<file path="src/rtl/cnn_header_reader.sv">
// Reads and validates the CNN parameter RAM header, then streams one descriptor per
// conv layer followed by one per dense layer to the layer sequencer.
module cnn_header_reader #(
    parameter int MAX_LAYERS = 10,
    parameter int WORD_BYTES = 1
) (
    input  logic        clk,
    input  logic        RST,
    input  logic        start,
    output logic [15:0] ramAddress,
    output logic        readSignal,
    input  logic [7:0]  ramDataOut,
    output logic [7:0]  cfg_filter_size,
    output logic [7:0]  cfg_num_layers,
    output logic        desc_valid,
    input  logic        desc_ready,
    output logic        desc_is_dense,
    output logic [3:0]  desc_layer,
    output logic [7:0]  desc_count,
    output logic [15:0] desc_base,
    output logic [15:0] desc_bias,
    output logic        busy,
    output logic        done,
    output logic        err
);
    localparam int CNT_DEPTH = 2 * MAX_LAYERS - 1;
    localparam int IDX_W     = (CNT_DEPTH > 1) ? $clog2(CNT_DEPTH) : 1;

    typedef enum logic [2:0] {IDLE, HDR, CNT, EMIT_CONV, EMIT_DENSE, FIN} state_t;
    state_t state, stateNext;

    logic [7:0]       counts [CNT_DEPTH];
    logic [15:0]      filterOffset, denseOffset;
    logic             capValid;
    logic [15:0]      capAddr;
    logic             mismatch;

    logic             hdrBad, handshake, lastConv, lastDense, endMismatch, capInRange;
    logic [IDX_W-1:0] capIdx;
    logic [15:0]      lastAddr, fsSq, nextConvBase, nextConvBias, firstBias;
    logic [7:0]       firstCount, nextConvCount, nextDenseCount, denseFirstCount;

    // WORD_BYTES * nf * mult, reduced mod 2^16
    function automatic logic [15:0] scaled(input logic [7:0] nf, input logic [15:0] mult);
        int p;
        p = WORD_BYTES * int'(nf) * int'(mult);
        return p[15:0];
    endfunction

    function automatic logic [7:0] countAt(input int idx);
        if (idx >= 0 && idx < CNT_DEPTH)
            return counts[idx[IDX_W-1:0]];
        return 8'd0;
    endfunction

    always_comb begin
        hdrBad          = (cfg_num_layers == 8'd0) || (int'(cfg_num_layers) > MAX_LAYERS);
        lastAddr        = {7'd0, cfg_num_layers, 1'b0} + 16'd4;
        handshake       = (state == EMIT_CONV || state == EMIT_DENSE) && desc_ready;
        lastConv        = ({4'd0, desc_layer} == cfg_num_layers - 8'd1);
        lastDense       = ({4'd0, desc_layer} == cfg_num_layers - 8'd2);
        fsSq            = {8'd0, cfg_filter_size} * {8'd0, cfg_filter_size};
        nextConvBase    = desc_bias + scaled(desc_count, 16'd1);
        nextConvCount   = countAt(int'(desc_layer) + 1);
        nextConvBias    = nextConvBase + scaled(nextConvCount, fsSq);
        nextDenseCount  = countAt(int'(cfg_num_layers) + int'(desc_layer) + 1);
        denseFirstCount = countAt(int'(cfg_num_layers));
        // With a single layer the only count is still on the read bus when descriptor 0 loads
        firstCount      = (cfg_num_layers == 8'd1) ? ramDataOut : countAt(0);
        firstBias       = filterOffset + scaled(firstCount, fsSq);
        endMismatch     = (state == EMIT_CONV) && handshake && lastConv && (nextConvBase != denseOffset);
        capInRange      = (capAddr >= 16'd6) && (int'(capAddr) < 6 + CNT_DEPTH);
        capIdx          = IDX_W'(capAddr - 16'd6);
    end

    always_ff @(posedge clk or negedge RST) begin
        if (!RST) state <= IDLE;
        else      state <= stateNext;
    end

    always_comb begin
        stateNext  = state;
        desc_valid = 1'b0;
        busy       = 1'b0;
        done       = 1'b0;
        case (state)
            IDLE: if (start) stateNext = HDR;
            HDR: begin
                busy = 1'b1;
                if (ramAddress == 16'd5) stateNext = hdrBad ? FIN : CNT;
            end
            CNT: begin
                busy = 1'b1;
                // readSignal low here means the last count is arriving this cycle
                if (!readSignal) stateNext = EMIT_CONV;
            end
            EMIT_CONV: begin
                busy       = 1'b1;
                desc_valid = 1'b1;
                if (handshake && lastConv)
                    stateNext = (cfg_num_layers == 8'd1) ? FIN : EMIT_DENSE;
            end
            EMIT_DENSE: begin
                busy       = 1'b1;
                desc_valid = 1'b1;
                if (handshake && lastDense) stateNext = FIN;
            end
            FIN: begin
                done      = 1'b1;
                stateNext = IDLE;
            end
            default: stateNext = IDLE;
        endcase
    end

    always_ff @(posedge clk or negedge RST) begin
        if (!RST) begin
            ramAddress      <= '0;
            readSignal      <= 1'b0;
            cfg_filter_size <= '0;
            cfg_num_layers  <= '0;
            filterOffset    <= '0;
            denseOffset     <= '0;
            capValid        <= 1'b0;
            capAddr         <= '0;
            mismatch        <= 1'b0;
            err             <= 1'b0;
            desc_is_dense   <= 1'b0;
            desc_layer      <= '0;
            desc_count      <= '0;
            desc_base       <= '0;
            desc_bias       <= '0;
            for (int i = 0; i < CNT_DEPTH; i++) counts[i] <= '0;
        end else begin
            capValid <= readSignal;
            capAddr  <= ramAddress;
            if (capValid) begin
                case (capAddr)
                    16'd0: cfg_filter_size    <= ramDataOut;
                    16'd1: cfg_num_layers     <= ramDataOut;
                    16'd2: filterOffset[15:8] <= ramDataOut;
                    16'd3: filterOffset[7:0]  <= ramDataOut;
                    16'd4: denseOffset[15:8]  <= ramDataOut;
                    16'd5: denseOffset[7:0]   <= ramDataOut;
                    default: if (capInRange) counts[capIdx] <= ramDataOut;
                endcase
            end

            case (state)
                IDLE: if (start) begin
                    ramAddress <= '0;
                    readSignal <= 1'b1;
                    err        <= 1'b0;
                    mismatch   <= 1'b0;
                end
                HDR: begin
                    if (ramAddress == 16'd5 && hdrBad) readSignal <= 1'b0;
                    else                               ramAddress <= ramAddress + 16'd1;
                end
                CNT: begin
                    if (readSignal) begin
                        if (ramAddress == lastAddr) readSignal <= 1'b0;
                        else                        ramAddress <= ramAddress + 16'd1;
                    end else begin
                        desc_is_dense <= 1'b0;
                        desc_layer    <= '0;
                        desc_count    <= firstCount;
                        desc_base     <= filterOffset;
                        desc_bias     <= firstBias;
                    end
                end
                EMIT_CONV: if (handshake) begin
                    if (endMismatch) mismatch <= 1'b1;
                    if (lastConv) begin
                        desc_is_dense <= 1'b1;
                        desc_layer    <= '0;
                        desc_count    <= denseFirstCount;
                        desc_base     <= denseOffset;
                        desc_bias     <= '0;
                    end else begin
                        desc_layer    <= desc_layer + 4'd1;
                        desc_count    <= nextConvCount;
                        desc_base     <= nextConvBase;
                        desc_bias     <= nextConvBias;
                    end
                end
                EMIT_DENSE: if (handshake && !lastDense) begin
                    desc_layer <= desc_layer + 4'd1;
                    desc_count <= nextDenseCount;
                end
                default: ;
            endcase

            // err appears together with the done pulse
            if (stateNext == FIN && state != FIN)
                err <= hdrBad | mismatch | endMismatch;
        end
    end
endmodule

</file>
<file path="config.mk">
export PLATFORM = sky130hd
export DESIGN_NAME = cnn_header_reader
export DESIGN_NICKNAME = d
export VERILOG_FILES = /design/src/rtl/cnn_header_reader.sv
export SDC_FILE = /design/constraint.sdc
export NUM_CORES = 1
export LEC_CHECK = 0
export ABC_AREA = 1
export ABC_CLOCK_PERIOD_IN_PS = 24000
export CAP_MARGIN = 20
export CELL_PAD_IN_SITES_DETAIL_PLACEMENT = 1
export CELL_PAD_IN_SITES_GLOBAL_PLACEMENT = 2
export CORE_ASPECT_RATIO = 1.75
export CORE_MARGIN = 2
export CORE_UTILIZATION = 39
export CTS_CLUSTER_DIAMETER = 50
export DETAILED_ROUTE_END_ITERATION = 12
export HOLD_SLACK_MARGIN = 0.02
export PLACE_DENSITY_LB_ADDON = 0.1
export SLEW_MARGIN = 20
export SYNTH_ARGS = -nofsm -noshare
export SYNTH_HDL_FRONTEND = slang
export SYNTH_SLANG_ARGS = --single-unit
</file>
<file path="constraint.sdc">
create_clock -name clk -period 24 [get_ports clk]
set_clock_uncertainty 0.15 [all_clocks]
set_input_delay 3.6 -clock clk [delete_from_list [all_inputs] [get_ports clk]]
set_output_delay 3.6 -clock clk [all_outputs]
set_load 0.01 [all_outputs]
</file>
==> impl_results.rst, run 1 <==
.. list-table::
   :header-rows: 1

   * - Metric
     - Value
   * - Overall via count from detail_route
     - 25100
   * - Antenna diode count
     - 0
   * - Iteration-0 DRC count of the detailed router
     - 1343
   * - Area taken by multi-input logic gates
     - 15300 um^2
   * - Overall Global Routing Usage
     - 34.6%
   * - Critical path start-end classification
     - input pin to flop
   * - Time the final worst path needs with I/O delays and setup
     - 9150 ps
   * - Detailed-routing iteration count for the pre-antenna-repair pass
     - 5
   * - Post-route insts no fill
     - 4358
   * - Cts repair resizes
     - 0
   * - Detailed placer's ending HPWL
     - 84.2 mm
   * - Cell row count
     - 123
   * - Post-Layout Inst Area
     - 28100 um^2
   * - Crit path DAT
     - 9480 ps
   * - Required time at the worst-slack endpoint
     - 24330 ps
   * - Crit start category
     - input pin
   * - Count of maximum capacitance violations
     - 0
   * - Clock buffers created by TritonCTS
     - 37
   * - Flip-flop and latch count after synthesis
     - 284
   * - RD Place Congestion
     - 0.953
   * - Wire length per cell after detailed routing
     - 26.1 um
   * - Instance area after placement
     - 26900 um^2
   * - Max FO, Critical Path
     - 26
   * - Via density per instance
     - 5.77
   * - Via count of the first global-routing pass
     - 27400
   * - Post-synthesis cell count
     - 3493
   * - Post-synth top flop
     - sky130_fd_sc_hd__dfrtp_1
   * - Share of the clock period used by the worst path
     - 38.1%
   * - Residual overflow from global routing
     - 0
   * - Clock root buffer
     - sky130_fd_sc_hd__clkbuf_16
   * - DIE WIDTH
     - 196 um
   * - # DRC
     - 0
   * - Largest net degree at the start of global routing
     - 86
   * - Htree depth
     - 2
   * - Class of the tightest hold or removal check
     - flop to flop
   * - Share of final-layout standard cells stronger than drive strength 1
     - 5.13%
   * - Netlist Area Pre-Place
     - 25200 um^2
   * - Count of different cell masters after synthesis
     - 65
   * - Fmax achieved
     - 0.109 GHz
   * - Number of fill cells in the layout
     - 8006
   * - Die area
     - 66600 um^2
   * - Clock tree from TritonCTS
     - done
   * - Max Slew Vio Count
     - 0
   * - Remaining antenna violation count after routing
     - 0
   * - RSZ-0062 raised after global routing
     - false
   * - Slew at the pin with the worst max-slew slack
     - 1210 ps
   * - Number of hold-repair buffers added at the cts stage
     - 0
   * - Sequential standard cell area
     - 7110 um^2
   * - Synthesized Nets
     - 3778
   * - Clock sink count
     - 284
   * - Result of the run
     - completed
   * - Antenna violations before repair
     - 0
   * - Endpoint kind of the worst setup timing path
     - flop
   * - Number of enable flip-flop cells after synthesis
     - 0
   * - Insertion delay to the later sink of the worst-skew pair
     - 610 ps
   * - Number of nets in the final layout
     - 3805
   * - CORE AREA
     - 64000 um^2
   * - Clock-pin slew reported for the worst setup and hold paths after clock tree synthesis
     - 60 ps
   * - Count of endpoints failing hold in the final timing report
     - 0
   * - Number of buffers on the longest clock path
     - 3
   * - Average cell area after synthesis
     - 7.20 um^2
   * - Count of input and output buffers
     - 93
   * - Wire length of the first global-routing pass
     - 171 mm
   * - Area growth, synth to finish
     - 11.7%
   * - Sequential element share of the synthesized area
     - 28.3%
   * - Initial standard-cell utilization of the core
     - 39.3%
   * - Max-Slew Margin vs Limit
     - 19.0%
   * - Final wirelength
     - 114 mm
   * - Total Negative Setup Slacks
     - 0 ps
   * - Boundary Pins
     - 94
   * - Placed Cells
     - 4292
   * - Post-CTS Repair Setup Buffers
     - 0
   * - Asr flop ratio synth
     - 100%
   * - Tightest hold margin
     - 308 ps
   * - Number of warning messages in the yosys log
     - 0
   * - Vert. Die Dim
     - 340 um
   * - Final setup violation count
     - 0
## final cells by class
cell class,instances,area share [%]
inverter,546,7.31
tap,812,3.62
clock inverter,18,0.717
sequential,284,25.3
multi-input combinational,2505,54.6
timing repair buffer,146,4.79
clock buffer,47,3.61
## synth_stat cells (4+ instances only)
| cell type | instances | share of area (%) |
|---|---|---|
| sky130_fd_sc_hd__nand3b_1 | 8 | 0.24 |
| sky130_fd_sc_hd__o21ai_0 | 408 | 8.1 |
| sky130_fd_sc_hd__fa_1 | 157 | 12 |
| sky130_fd_sc_hd__o21ai_1 | 5 | 0.099 |
| sky130_fd_sc_hd__clkinv_1 | 9 | 0.13 |
| sky130_fd_sc_hd__a21o_1 | 4 | 0.12 |
| sky130_fd_sc_hd__a21oi_1 | 195 | 3.9 |
| sky130_fd_sc_hd__nor3_1 | 34 | 0.68 |
| sky130_fd_sc_hd__nand2_2 | 10 | 0.25 |
| sky130_fd_sc_hd__nand3_1 | 189 | 3.8 |
| sky130_fd_sc_hd__a31oi_1 | 16 | 0.40 |
| sky130_fd_sc_hd__xor2_1 | 46 | 1.6 |
| sky130_fd_sc_hd__nand2_1 | 842 | 13 |
| sky130_fd_sc_hd__a211oi_1 | 8 | 0.24 |
| sky130_fd_sc_hd__or2_2 | 13 | 0.32 |
| sky130_fd_sc_hd__o22ai_1 | 16 | 0.40 |
| sky130_fd_sc_hd__ha_1 | 116 | 5.8 |
| sky130_fd_sc_hd__xnor2_1 | 22 | 0.77 |
| sky130_fd_sc_hd__a22oi_1 | 17 | 0.51 |
| sky130_fd_sc_hd__o221ai_1 | 36 | 1.3 |
| sky130_fd_sc_hd__o211ai_1 | 17 | 0.51 |
| sky130_fd_sc_hd__buf_2 | 26 | 0.52 |
| sky130_fd_sc_hd__nand4_1 | 24 | 0.60 |
| sky130_fd_sc_hd__o31ai_1 | 10 | 0.30 |
| sky130_fd_sc_hd__inv_2 | 11 | 0.16 |
| sky130_fd_sc_hd__inv_1 | 524 | 7.8 |
| sky130_fd_sc_hd__dfrtp_1 | 284 | 28 |
| sky130_fd_sc_hd__o2111ai_1 | 6 | 0.21 |
| sky130_fd_sc_hd__nor2_2 | 5 | 0.12 |
| sky130_fd_sc_hd__nor2_1 | 245 | 3.7 |
| sky130_fd_sc_hd__nor4_1 | 11 | 0.27 |
| sky130_fd_sc_hd__buf_1 | 9 | 0.13 |
| sky130_fd_sc_hd__buf_4 | 10 | 0.30 |
| sky130_fd_sc_hd__clkbuf_1 | 112 | 1.7 |
## layer usage
| metal | global-route usage [%] | share of wire (%) | wire length, um |
|---|---|---|---|
| met2 | 64.0 | 52 | 59100 |
| met4 | 27.8 | 9.4 | 10700 |
| met1 | 35.0 | 35 | 39800 |
| met5 | 0 | 0 | 0 |
| met3 | 3.85 | 3.8 | 4310 |
## critical path, stage by stage
cell                              delay (ps)
sky130_fd_sc_hd__clkdlybuf4s50_1         410
sky130_fd_sc_hd__inv_1                    70
sky130_fd_sc_hd__buf_4                   330
sky130_fd_sc_hd__nand2_1                  90
sky130_fd_sc_hd__o21ai_1                 580
sky130_fd_sc_hd__inv_2                   180
sky130_fd_sc_hd__nand2_1                 150
sky130_fd_sc_hd__fa_1                    450
sky130_fd_sc_hd__fa_1                    490
sky130_fd_sc_hd__inv_1                    60
sky130_fd_sc_hd__fa_1                    530
sky130_fd_sc_hd__inv_1                    60
sky130_fd_sc_hd__fa_1                    530
sky130_fd_sc_hd__inv_1                    50
sky130_fd_sc_hd__ha_1                    350
sky130_fd_sc_hd__nand2_1                 120
sky130_fd_sc_hd__o21ai_0                 100
sky130_fd_sc_hd__a21oi_1                 260
sky130_fd_sc_hd__o21ai_0                 150
sky130_fd_sc_hd__nand2_1                 100
sky130_fd_sc_hd__a21boi_0                 90
sky130_fd_sc_hd__or2_2                   290
sky130_fd_sc_hd__a21oi_1                 120
sky130_fd_sc_hd__o21ai_0                 100
sky130_fd_sc_hd__a31oi_1                 160
## worst paths after layout
path / slack (ps) / from / depth (start not counted) / endpoint
hold reg to reg: 310 / readSignal$_DFFE_PN0P_ / 0 / capValid$_DFF_PN0_
setup reg to reg: 14890 / cfg_filter_size[2]$_DFFE_PN0P_ / 37 / desc_bias[14]$_DFFE_PN0P_
hold / removal: 310 / readSignal$_DFFE_PN0P_ / 0 / capValid$_DFF_PN0_
setup / recovery: 14850 / ramDataOut[2] / 25 / desc_bias[14]$_DFFE_PN0P_
min in group asynchronous: 2880 / RST / 1 / cfg_filter_size[6]$_DFFE_PN0P_
max in group asynchronous: 17670 / RST / 4 / cfg_num_layers[0]$_DFFE_PN0P_
## cells in the final DEF, fill, tap and decap left out, types with 16 or more instances in the layout
master	netlist	routed
sky130_fd_sc_hd__nand2_1	842	840
sky130_fd_sc_hd__inv_1	524	523
sky130_fd_sc_hd__o21ai_0	408	408
sky130_fd_sc_hd__dfrtp_1	284	282
sky130_fd_sc_hd__nor2_1	245	245
sky130_fd_sc_hd__a21oi_1	195	195
sky130_fd_sc_hd__nand3_1	189	189
sky130_fd_sc_hd__fa_1	157	157
sky130_fd_sc_hd__ha_1	116	115
sky130_fd_sc_hd__clkdlybuf4s50_1	0	92
sky130_fd_sc_hd__buf_4	10	51
sky130_fd_sc_hd__xor2_1	46	45
sky130_fd_sc_hd__clkbuf_16	0	38
sky130_fd_sc_hd__o221ai_1	36	36
sky130_fd_sc_hd__nor3_1	34	34
sky130_fd_sc_hd__nand4_1	24	24
sky130_fd_sc_hd__xnor2_1	22	22
sky130_fd_sc_hd__o211ai_1	17	17
sky130_fd_sc_hd__a22oi_1	17	17
sky130_fd_sc_hd__o22ai_1	16	16
sky130_fd_sc_hd__a31oi_1	16	16
## sequential cells by signal, indices dropped and copies added, names as in the netlist
register and flops:
denseOffset 16, readSignal 1, mismatch 1, desc_is_dense 1
capAddr 16, desc_bias 16, err 1, ramAddress 16
capValid 1, counts 152, filterOffset 16, cfg_num_layers 8
desc_count 8, cfg_filter_size 8, state 3, desc_layer 4
desc_base 16
## per-stage QoR
stage | worst slack, ps | util (%)
finish | 14850 | 43.9
global route | 14330 | 43.9
CTS | 14870 | 43.8
detailed placement | 14300 | 41.9
global placement | 14370 | 41.9
floorplan | 15770 | -
## kinds of logic (layout without fill, tap and decap cells)
logic type	Yosys count	count (layout)	synth area share [%]
fa+ha+maj	273	273	18.3
flops	284	284	28.3
mux	3	3	0.119
buf+inv	704	757	10.8
xor+xnor	68	68	2.37
simple gates	1397	1397	23.2
compound gates	764	764	17.0
Power of run 1 is not shown: default switching activity piles up to over one toggle a cycle in this logic, so the estimate is an artifact.
==> inputs of run 2 (changes only) <==
--- a/config.mk
+++ b/config.mk
@@ -6,13 +6,13 @@
 export NUM_CORES = 1
 export LEC_CHECK = 0
 export ABC_AREA = 1
-export ABC_CLOCK_PERIOD_IN_PS = 24000
+export ABC_CLOCK_PERIOD_IN_PS = 8050
 export CAP_MARGIN = 20
 export CELL_PAD_IN_SITES_DETAIL_PLACEMENT = 1
 export CELL_PAD_IN_SITES_GLOBAL_PLACEMENT = 2
 export CORE_ASPECT_RATIO = 1.75
 export CORE_MARGIN = 2
-export CORE_UTILIZATION = 39
+export CORE_UTILIZATION = 33
 export CTS_CLUSTER_DIAMETER = 50
 export DETAILED_ROUTE_END_ITERATION = 12
 export HOLD_SLACK_MARGIN = 0.02
==> constraint.sdc (replaced) <==
create_clock -name clk -period 8.05 [get_ports clk]
set_clock_uncertainty 0.15 [all_clocks]
set_input_delay 1.2075 -clock clk [delete_from_list [all_inputs] [get_ports clk]]
set_output_delay 1.2075 -clock clk [all_outputs]
set_load 0.01 [all_outputs]
==> run 2 against run 1 <==
  * Non-clock buffer count is 106 higher
  * Critical path depth is 11 higher
  * Core utilization is 4.7 points lower
  * Routed wire length is 5.7% higher
  * Via count is 0.13% lower
  * Register-to-register slack worse by 15000 ps
  * Setup slack worse by 15000 ps
  * Global-route usage is 3.7 points lower
  * Clock-buffer cell count is 5 higher
  * Sequential cell count stayed put
  * Sequential share of layout area is 1.4 points lower
  * Largest cell class unchanged
==> impl_results.rst, run 2 (synthesized netlist as in run 1, its figures left out) <==
.. list-table::
   :header-rows: 1

   * - Metric
     - Value
   * - Result of the run
     - completed
   * - Share of final-layout standard cells stronger than drive strength 1
     - 10.6% (+5.5 points)
   * - Vert. Die Dim
     - 369 um (+8.6%)
   * - Insertion delay to the later sink of the worst-skew pair
     - 600 ps (about the same)
   * - Number of hold-repair buffers added at the cts stage
     - 0 (unchanged)
   * - Instance area after placement
     - 27900 um^2 (+3.8%)
   * - Max-Slew Margin vs Limit
     - 30.3% (+11 points)
   * - Slew at the pin with the worst max-slew slack
     - 1040 ps (-165 ps)
   * - Share of the clock period used by the worst path
     - 96.4%
   * - Number of fill cells in the layout
     - 9471 (+18%)
   * - Overall Global Routing Usage
     - 31.0% (-3.7 points)
   * - Clock tree from TritonCTS
     - done
   * - Initial standard-cell utilization of the core
     - 33.1% (-6.2 points)
   * - Endpoint kind of the worst setup timing path
     - flop
   * - Master of the slowest instance on the critical path
     - sky130_fd_sc_hd__fa_2
   * - Class of the tightest hold or removal check
     - flop to flop
   * - Stage delay of the slowest cell on the critical path
     - 600 ps (+20 ps)
   * - Count of input and output buffers
     - 93 (unchanged)
   * - Remaining antenna violation count after routing
     - 0 (unchanged)
   * - Detailed placer's ending HPWL
     - 91.8 mm (+9.0%)
   * - Most numerous cell on the critical path
     - sky130_fd_sc_hd__fa_1
   * - Time the final worst path needs with I/O delays and setup
     - 7760 ps
   * - Clock buffers created by TritonCTS
     - 40 (+8.1%)
   * - Clock root buffer
     - sky130_fd_sc_hd__clkbuf_16
   * - Boundary Pins
     - 94 (unchanged)
   * - Commonest non-fill, non-tap cell in the layout
     - sky130_fd_sc_hd__nand2_1
   * - Count of maximum capacitance violations
     - 0 (unchanged)
   * - Number of buffers on the longest clock path
     - 3 (unchanged)
   * - CORE AREA
     - 76000 um^2 (+19%)
   * - Residual overflow from global routing
     - 0 (unchanged)
   * - Wire length of the first global-routing pass
     - 178 mm (+4.3%)
   * - Area taken by multi-input logic gates
     - 15800 um^2 (+2.7%)
   * - Largest register by flop count
     - counts
   * - Die area
     - 78500 um^2 (+18%)
   * - Area growth, synth to finish
     - 18.3%
   * - Critical path start-end classification
     - flop to flop
   * - Fmax achieved
     - 0.129 GHz
   * - Cell row count
     - 134 (+8.9%)
   * - Max FO, Critical Path
     - 4 (-85%)
   * - Largest net degree at the start of global routing
     - 149 (+73%)
   * - Clock-pin slew reported for the worst setup and hold paths after clock tree synthesis
     - 60 ps (about the same)
   * - Final setup violation count
     - 0 (unchanged)
   * - DIE WIDTH
     - 213 um (+8.5%)
   * - Commonest cells after routing, fill and taps aside
     - sky130_fd_sc_hd__nand2_1 (819), sky130_fd_sc_hd__inv_1 (516), sky130_fd_sc_hd__o21ai_0 (401)
   * - Overall via count from detail_route
     - 25100 (-0.13%)
   * - Clock sink count
     - 284 (unchanged)
   * - Antenna diode count
     - 0 (unchanged)
   * - Sequential standard cell area
     - 7110 um^2 (about the same)
   * - Total Negative Setup Slacks
     - 0 ps (unchanged)
   * - # DRC
     - 0 (unchanged)
   * - Placed Cells
     - 4595 (+7.1%)
   * - Detailed-routing iteration count for the pre-antenna-repair pass
     - 5 (unchanged)
   * - Antenna violations before repair
     - 2 (+2)
   * - Max Slew Vio Count
     - 0 (unchanged)
   * - Post-route insts no fill
     - 4681 (+7.4%)
   * - Post-Layout Inst Area
     - 29800 um^2 (+6.0%)
   * - Via count of the first global-routing pass
     - 27200 (-0.88%)
   * - Crit path DAT
     - 8120 ps (-1360 ps)
   * - Required time at the worst-slack endpoint
     - 8410 ps (-15920 ps)
   * - Wire length per cell after detailed routing
     - 25.7 um (-1.6%)
   * - Register-to-Register Setup Slack
     - 290 ps (-14600 ps)
   * - Htree depth
     - 2 (unchanged)
   * - Flip-flop count of the largest register after layout
     - 152 (unchanged)
   * - Number of nets in the final layout
     - 3914 (+2.9%)
   * - Via density per instance
     - 5.36 (-7.0%)
   * - Final wirelength
     - 120 mm (+5.7%)
   * - Count of endpoints failing hold in the final timing report
     - 0 (unchanged)
   * - Iteration-0 DRC count of the detailed router
     - 1355 (+0.89%)
   * - Tightest hold margin
     - 308 ps (+0.598 ps)
   * - Crit start category
     - flop
   * - RD Place Congestion
     - 0.964 (+1.2%)
==> run 2: cell types whose count changed in the layout (fill, tap and decap cells not counted), moves of 9 or more <==
cell                      previous run  this run
sky130_fd_sc_hd__buf_4              51       149
sky130_fd_sc_hd__nand2_1           840       819
sky130_fd_sc_hd__ha_1              115        95
sky130_fd_sc_hd__nand2_2            12        30
sky130_fd_sc_hd__ha_4                1        16
sky130_fd_sc_hd__nor2_1            245       234
sky130_fd_sc_hd__a21oi_1           195       185
sky130_fd_sc_hd__a21oi_2             1        11
sky130_fd_sc_hd__nor2_2              5        14
==> run 2: layout make-up <==
cell class	instances	share of cell area, %
clock buffers	52	3.62
inverters	546	6.95
flip-flops and latches	284	23.9
clock inverters	22	0.862
repair buffers	252	7.40
multi-input cells	2505	53.0
well taps	1020	4.29
==> run 2: final timing paths <==
kind	from	end	cells after the start
setup / recovery	cfg_filter_size[6]$_DFFE_PN0P_	desc_bias[15]$_DFFE_PN0P_	36
hold / removal	readSignal$_DFFE_PN0P_	capValid$_DFF_PN0_	0
setup reg to reg	cfg_filter_size[6]$_DFFE_PN0P_	desc_bias[15]$_DFFE_PN0P_	36
hold reg to reg	readSignal$_DFFE_PN0P_	capValid$_DFF_PN0_	0
max in group asynchronous	RST	counts[27]$_DFFE_PN0P_	2
min in group asynchronous	RST	cfg_filter_size[0]$_DFFE_PN0P_	1
==> run 2: critical path, delay by kind of cell, from the launching register on <==
kind	cells	cell delay [ps]
adders and majority gates	10	4680
DFF	1	450
AOI/OAI and AO/OA	5	640
and+or+nand+nor	13	1120
buffers and inverters	8	620
==> run 2: stage by stage <==
stage / util [%] / setup slack [ps]
floorplan: - / 281
global placement: 36.7 / -15.8
detailed placement: 36.7 / -202
CTS: 38.5 / 4.50
global route: 39.2 / -79.4
finish: 39.2 / 294
==> run 2: routing by layer <==
| metal | vias up | share of wire, % | GRT usage [%] | wire length [um] |
|---|---|---|---|---|
| li1 | 11500 | - | - | - |
| met1 | 12600 | 36 | 31.7 | 43000 |
| met2 | 616 | 52 | 56.9 | 63100 |
| met3 | 333 | 2.8 | 3.17 | 3350 |
| met4 | 0 | 9.1 | 24.1 | 11000 |
| met5 | - | 0 | 0 | 0 |
==> run 2: timing repair <==
item	in CTS	in global routing
setup buffers	1	11
gates resized for setup	13	109
pin swaps	7	43
endpoints found under the hold margin	0	0
endpoints found under the setup margin	3	6
Power of run 2 is left out for the same reason.
